<file path="config.mk">
export PLATFORM = sky130hd
export DESIGN_NAME = flopr_trace_flat
export DESIGN_NICKNAME = d
export VERILOG_FILES = /design/src/rtl/flopr_trace_if.sv /design/src/rtl/flopr_trace.sv /design/src/flat_wrapper.sv
export SDC_FILE = /design/constraint.sdc
export NUM_CORES = 2
export LEC_CHECK = 0
export CORE_ASPECT_RATIO = 1.25
export CORE_MARGIN = 2
export CORE_UTILIZATION = 60
export CTS_BUF_LIST = sky130_fd_sc_hd__clkbuf_2
export CTS_CLUSTER_SIZE = 20
export DETAILED_ROUTE_END_ITERATION = 10
export GPL_ROUTABILITY_DRIVEN = 0
export PLACE_DENSITY_LB_ADDON = 0.12
export SLEW_MARGIN = 20
export SYNTH_ARGS = -nofsm -noshare
export SYNTH_HDL_FRONTEND = slang
export SYNTH_SLANG_ARGS = --single-unit
</file>
<file path="constraint.sdc">
create_clock -name clk -period 14.35 [get_ports clk]
set_input_delay 2.1525 -clock clk [delete_from_list [all_inputs] [get_ports clk]]
set_output_delay 2.1525 -clock clk [all_outputs]
set_load 0.02 [all_outputs]
</file>
<file path="src/rtl/flopr_trace_if.sv">
// Tuple read port of the flopr trace recorder.
// master drives the tuple and valid; slave drives ready.
interface flopr_trace_if #(
   parameter int N = 64
);
   logic         rd_valid;
   logic         rd_ready;
   logic         rd_reset;
   logic [N-1:0] rd_d;
   logic [N-1:0] rd_q;

   modport master (
      output rd_valid,
      output rd_reset,
      output rd_d,
      output rd_q,
      input  rd_ready
   );

   modport slave (
      input  rd_valid,
      input  rd_reset,
      input  rd_d,
      input  rd_q,
      output rd_ready
   );
endinterface

</file>
<file path="src/rtl/flopr_trace.sv">
// Trace recorder for a resettable register: captures {reset,d,q}
// once per clock while armed, then drains the tuples in order.
module flopr_trace #(
   parameter  int N     = 64,
   parameter  int DEPTH = 16,
   localparam int AW    = $clog2(DEPTH),
   localparam int CW    = AW + 1
) (
   input  logic          clk,
   input  logic          reset,
   input  logic          arm,
   input  logic          stop,
   input  logic          obs_reset,
   input  logic [N-1:0]  obs_d,
   input  logic [N-1:0]  obs_q,
   flopr_trace_if.master rd,
   output logic          busy,
   output logic [CW-1:0] count
);

   typedef enum logic [1:0] {
      IDLE,
      CAPTURE,
      DRAIN
   } state_t;

   typedef struct packed {
      logic         rst;
      logic [N-1:0] d;
      logic [N-1:0] q;
   } tuple_t;

   state_t  state, state_nxt;
   logic [AW-1:0] wp, rp;
   logic [CW-1:0] cnt;
   tuple_t  mem [DEPTH];
   tuple_t  head;
   logic    xfer;

   assign xfer = (state == DRAIN) && rd.rd_ready;

   always_comb begin
      state_nxt = state;
      case (state)
         IDLE:
            if (arm) state_nxt = CAPTURE;
         CAPTURE:
            if (stop || cnt == CW'(DEPTH - 1))
               state_nxt = DRAIN;
         DRAIN:
            if (xfer && cnt == CW'(1))
               state_nxt = IDLE;
         default:
            state_nxt = IDLE;
      endcase
   end

   always_ff @(posedge clk or negedge reset) begin
      if (!reset) begin
         state <= IDLE;
         wp    <= '0;
         rp    <= '0;
         cnt   <= '0;
      end else begin
         state <= state_nxt;
         case (state)
            IDLE: begin
               wp  <= '0;
               rp  <= '0;
               cnt <= '0;
            end
            CAPTURE: begin
               wp  <= wp + AW'(1);
               cnt <= cnt + CW'(1);
            end
            DRAIN:
               if (xfer) begin
                  cnt <= cnt - CW'(1);
                  rp  <= (cnt == CW'(1)) ? '0 : rp + AW'(1);
                  if (cnt == CW'(1)) wp <= '0;
               end
            default: ;
         endcase
      end
   end

   // buffer needs no reset; it is only read behind valid counts
   always_ff @(posedge clk) begin
      if (state == CAPTURE)
         mem[wp] <= '{rst: obs_reset, d: obs_d, q: obs_q};
   end

   always_comb begin
      head        = '0;
      rd.rd_valid = 1'b0;
      if (state == DRAIN) begin
         head        = mem[rp];
         rd.rd_valid = 1'b1;
      end
      rd.rd_reset = head.rst;
      rd.rd_d     = head.d;
      rd.rd_q     = head.q;
   end

   assign busy  = (state != IDLE);
   assign count = cnt;

endmodule

</file>
<file path="src/flat_wrapper.sv">
// flat-port wrapper written by rule: the top's interface ports become plain ports
module flopr_trace_flat 
#(
   parameter  int N     = 64,
   parameter  int DEPTH = 16,
   localparam int AW    = $clog2(DEPTH),
   localparam int CW    = AW + 1
)
  (clk, reset, arm, stop, obs_reset, obs_d, obs_q, busy, count, rd_rd_valid, rd_rd_reset, rd_rd_d, rd_rd_q, rd_rd_ready);
  flopr_trace_if #(.N(N)) rd_i ();
  input  logic clk;
  input  logic reset;
  input  logic arm;
  input  logic stop;
  input  logic obs_reset;
  input  logic [N-1:0] obs_d;
  input  logic [N-1:0] obs_q;
  output logic busy;
  output logic [CW-1:0] count;
  output wire logic [$bits(rd_i.rd_valid)-1:0] rd_rd_valid;
  output wire logic [$bits(rd_i.rd_reset)-1:0] rd_rd_reset;
  output wire logic [$bits(rd_i.rd_d)-1:0] rd_rd_d;
  output wire logic [$bits(rd_i.rd_q)-1:0] rd_rd_q;
  input wire logic [$bits(rd_i.rd_ready)-1:0] rd_rd_ready;
  assign rd_rd_valid = rd_i.rd_valid;
  assign rd_rd_reset = rd_i.rd_reset;
  assign rd_rd_d = rd_i.rd_d;
  assign rd_rd_q = rd_i.rd_q;
  assign rd_i.rd_ready = rd_rd_ready;
  flopr_trace #(.N(N), .DEPTH(DEPTH)) u_core (.clk(clk), .reset(reset), .arm(arm), .stop(stop), .obs_reset(obs_reset), .obs_d(obs_d), .obs_q(obs_q), .rd(rd_i), .busy(busy), .count(count));
endmodule
</file>
==> flow_metrics.py <==
metrics = {
    "outcome": {
        "outcome": "finished clean",
    },
    "layout": {
        "regArea_um2": 62400,
        "fin_cells": 6994,
        "fill_cells": 9138,
        "drive_gt1_share_pct": 16.5,
        "fin_util_pct": 66.5,
        "final_nets": 5036,
        "final_cell_area_um2": 88800,
        "multi_input_area_um2": 16700,
        "area_growth_pct": 10.4,
    },
    "timing": {
        "period_needed_ns": 8.86,
        "setup_viol": 0,
        "rsz0062_at_grt": "false",
        "hold_viol_final": 0,
        "worst_clock_skew_ns": 0.121,
        "worst_pin_slew_ns": 1.31,
        "relSlewSlack_pct": 12.8,
        "fmax_mhz": 113,
        "tns_ns": 0,
        "finalCritPeriodShare_pct": 61.8,
        "slew_violations": 0,
    },
    "logic_synthesis": {
        "synth_edf_count": 2064,
        "ys.flop_type": "edfxtp_1",
        "synth_area_leaders": "edfxtp_1, mux2i_1, a22oi_1, mux4_2, o21ai_0",
        "muxShareOfSynthArea_pct": 13.0,
        "yosysTopAreaCell": "edfxtp_1",
        "yosysSeqAreaShare_pct": 77.5,
        "synthArstFlopShare_pct": 0.722,
        "synth_top_family_by_area": "multiplexers",
        "synthAdderAreaFrac_pct": 0.202,
        "yosysWarningCount": 0,
        "synth-seq-cells": 2079,
        "netlist_area_um2": 80500,
        "yosysUniqueCellTypes": 41,
        "synth-compound-area-share_pct": 5.68,
        "yosys.area_share.simple_pct": 1.74,
        "postSynthAreaPerCell_um2": 18.6,
        "synth-xor-area-share_pct": 0,
        "netlist_instances": 4327,
        "netlist.area_leader.share_pct": 77.0,
        "synth_nets": 4474,
    },
    "global_routing": {
        "antenna_found_initial": 28,
        "grt_overflow_total": 0,
        "grt_max_degree": 164,
        "grt_pass1_vias": 44100,
        "grt.total_usage_pct": 27.3,
        "grt_pass1_wl_mm": 276,
    },
    "detailed_routing": {
        "drt_pre_antenna_iters": 5,
        "via_per_inst": 6.18,
        "drcViolationCount": 0,
        "wire_per_inst_um": 27.0,
        "vias": 43200,
        "drtIter0Drc": 4138,
        "drt_wl_total_mm": 189,
        "ant_nets": 0,
    },
    "worst_setup_path": {
        "cp-start-kind": "register",
        "critPathKind": "register to primary output",
        "endpoint_kind": "primary output",
        "cp_max_fo": 54,
        "crit_arrival_ns": 6.71,
        "cp.required_ns": 12.20,
    },
    "clock_network": {
        "cts_buffers": 478,
        "cts_hold_buf": 0,
        "postCtsSetupBuffers": 0,
        "cts_root_buf": "clkbuf_2",
        "clockBufferDepth": 4,
        "ctsHtreeMaxLevel": 5,
        "cts_tree": "built",
        "clock_sinks": 2079,
        "clock_latency_ns": 1.79,
        "postCtsResizedCells": 0,
        "clk_pin_slew_worst_paths_ns": 0.11,
    },
    "placement": {
        "placedCellCount": 6156,
        "port_buffers": 269,
        "placed_area_um2": 84700,
        "dp_hpwl_mm": 89.2,
    },
    "floorplanning": {
        "placementRows": 150,
        "io_pins": 270,
        "die-area_um2": 137000,
        "initial_core_util_pct": 60.3,
        "dieHeight_um": 413,
        "die_w_um": 332,
        "coreArea_um2": 133000,
    },
    "min_path": {
        "hold_class": "register to register",
    },
    "pwr": {
        "powerDensity_nw_per_um2": 152,
        "fin_total_pwr_w": 0.0135,
        "peakVddDrop_v": 0.000147,
        "p_leak_nw": 28.2,
    },
    "run": {
        "cap_violations": 0,
    },
}
-- cell usage in the layout (no fill, tap or decap), drive strengths merged, types with 42 or more instances in the layout --
| master | instances |
|---|---|
| buf | 72 |
| mux2i | 951 |
| edfxtp | 2064 |
| clkinv | 116 |
| clkbuf | 707 |
| a22oi | 434 |
| nand2 | 152 |
| nand3 | 118 |
| a221oi | 42 |
| o21ai | 164 |
| clkdlybuf4s50 | 269 |
-- cells by family after synthesis --
group                    after synthesis
multiplexers                         992
AND/OR/NAND/NOR                      316
AO/OA/AOI/OAI                        656
adder cells (fa/ha/maj)               13
buffers and inverters                271
flip-flops                          2079
-- cell type report --
type,instances,share of cell area (%)
sequential,2079,70.2
tap,1748,2.46
timing repair buffer,341,3.84
inverter,12,0.0507
multi-input combinational,1977,18.8
antenna,11,0.0310
clock inverter,119,0.566
clock buffer,707,3.98
-- registers in the layout, indices dropped and copies added (netlist names) --
register      flops
u_core.count      5
u_core.mem     2064
u_core.rp         4
u_core.state      2
u_core.wp         4
-- critical path: stages (launching register included) --
cell,delay (ns)
dfrtp_4,1.07
and2_4,0.83
buf_4,0.88
buf_4,0.77
a22oi_1,0.20
nand3_1,0.13
o21ai_0,0.26
clkdlybuf4s50_1,0.65
-- power by group --
part / leakage [nW] / switching (W) / internal (W) / total (W)
Clock: 3.17 / 0.00217 / 0.00132 / 0.00349
Combinational: 6.24 / 0.00174 / 0.00120 / 0.00294
Sequential: 18.8 / 0.0000876 / 0.00697 / 0.00706
-- through the flow --
stage	setup slack [ns]	hold WS, ns
final	5.49	0.581
after global routing	5.22	0.631
after CTS	5.19	0.544
after detailed placement	7.33	0.572
after global placement	7.33	0.554
after floorplan	3.74	0.485
-- synth_stat cells, types with 15 or more instances --
library cell	count
a221oi_1	42
a22oi_1	434
buf_1	15
buf_2	85
buf_4	68
buf_6	20
clkbuf_1	69
dfrtp_1	15
edfxtp_1	2064
mux2i_1	951
mux4_2	41
nand2_1	152
nand3_1	118
nor2_1	23
o21ai_0	124
o21ai_1	40
-- worst paths after layout --
kind	start	slack, ns	depth (start not counted)	end
setup reg to reg	u_core.state[1]	9.24	7	u_core.mem[5][91]
hold reg to reg	u_core.wp[0]	0.58	2	u_core.wp[0]
setup / recovery	u_core.rp[2]	5.49	7	rd_rd_d[41]
min in group asynchronous	reset	0.82	1	u_core.rp[2]
max in group asynchronous	reset	12.90	1	u_core.rp[0]
hold / removal	u_core.wp[0]	0.58	2	u_core.wp[0]
-- metal layers --
| metal | wire, µm | global-route usage (%) | up-vias |
|---|---|---|---|
| li1 | - | - | 18900 |
| met1 | 76700 | 36.7 | 22100 |
| met2 | 94100 | 45.2 | 1812 |
| met3 | 14500 | 5.85 | 298 |
| met4 | 3380 | 8.53 | 32 |
| met5 | 204 | 0 | - |
Power figures use the tool's default switching activity.
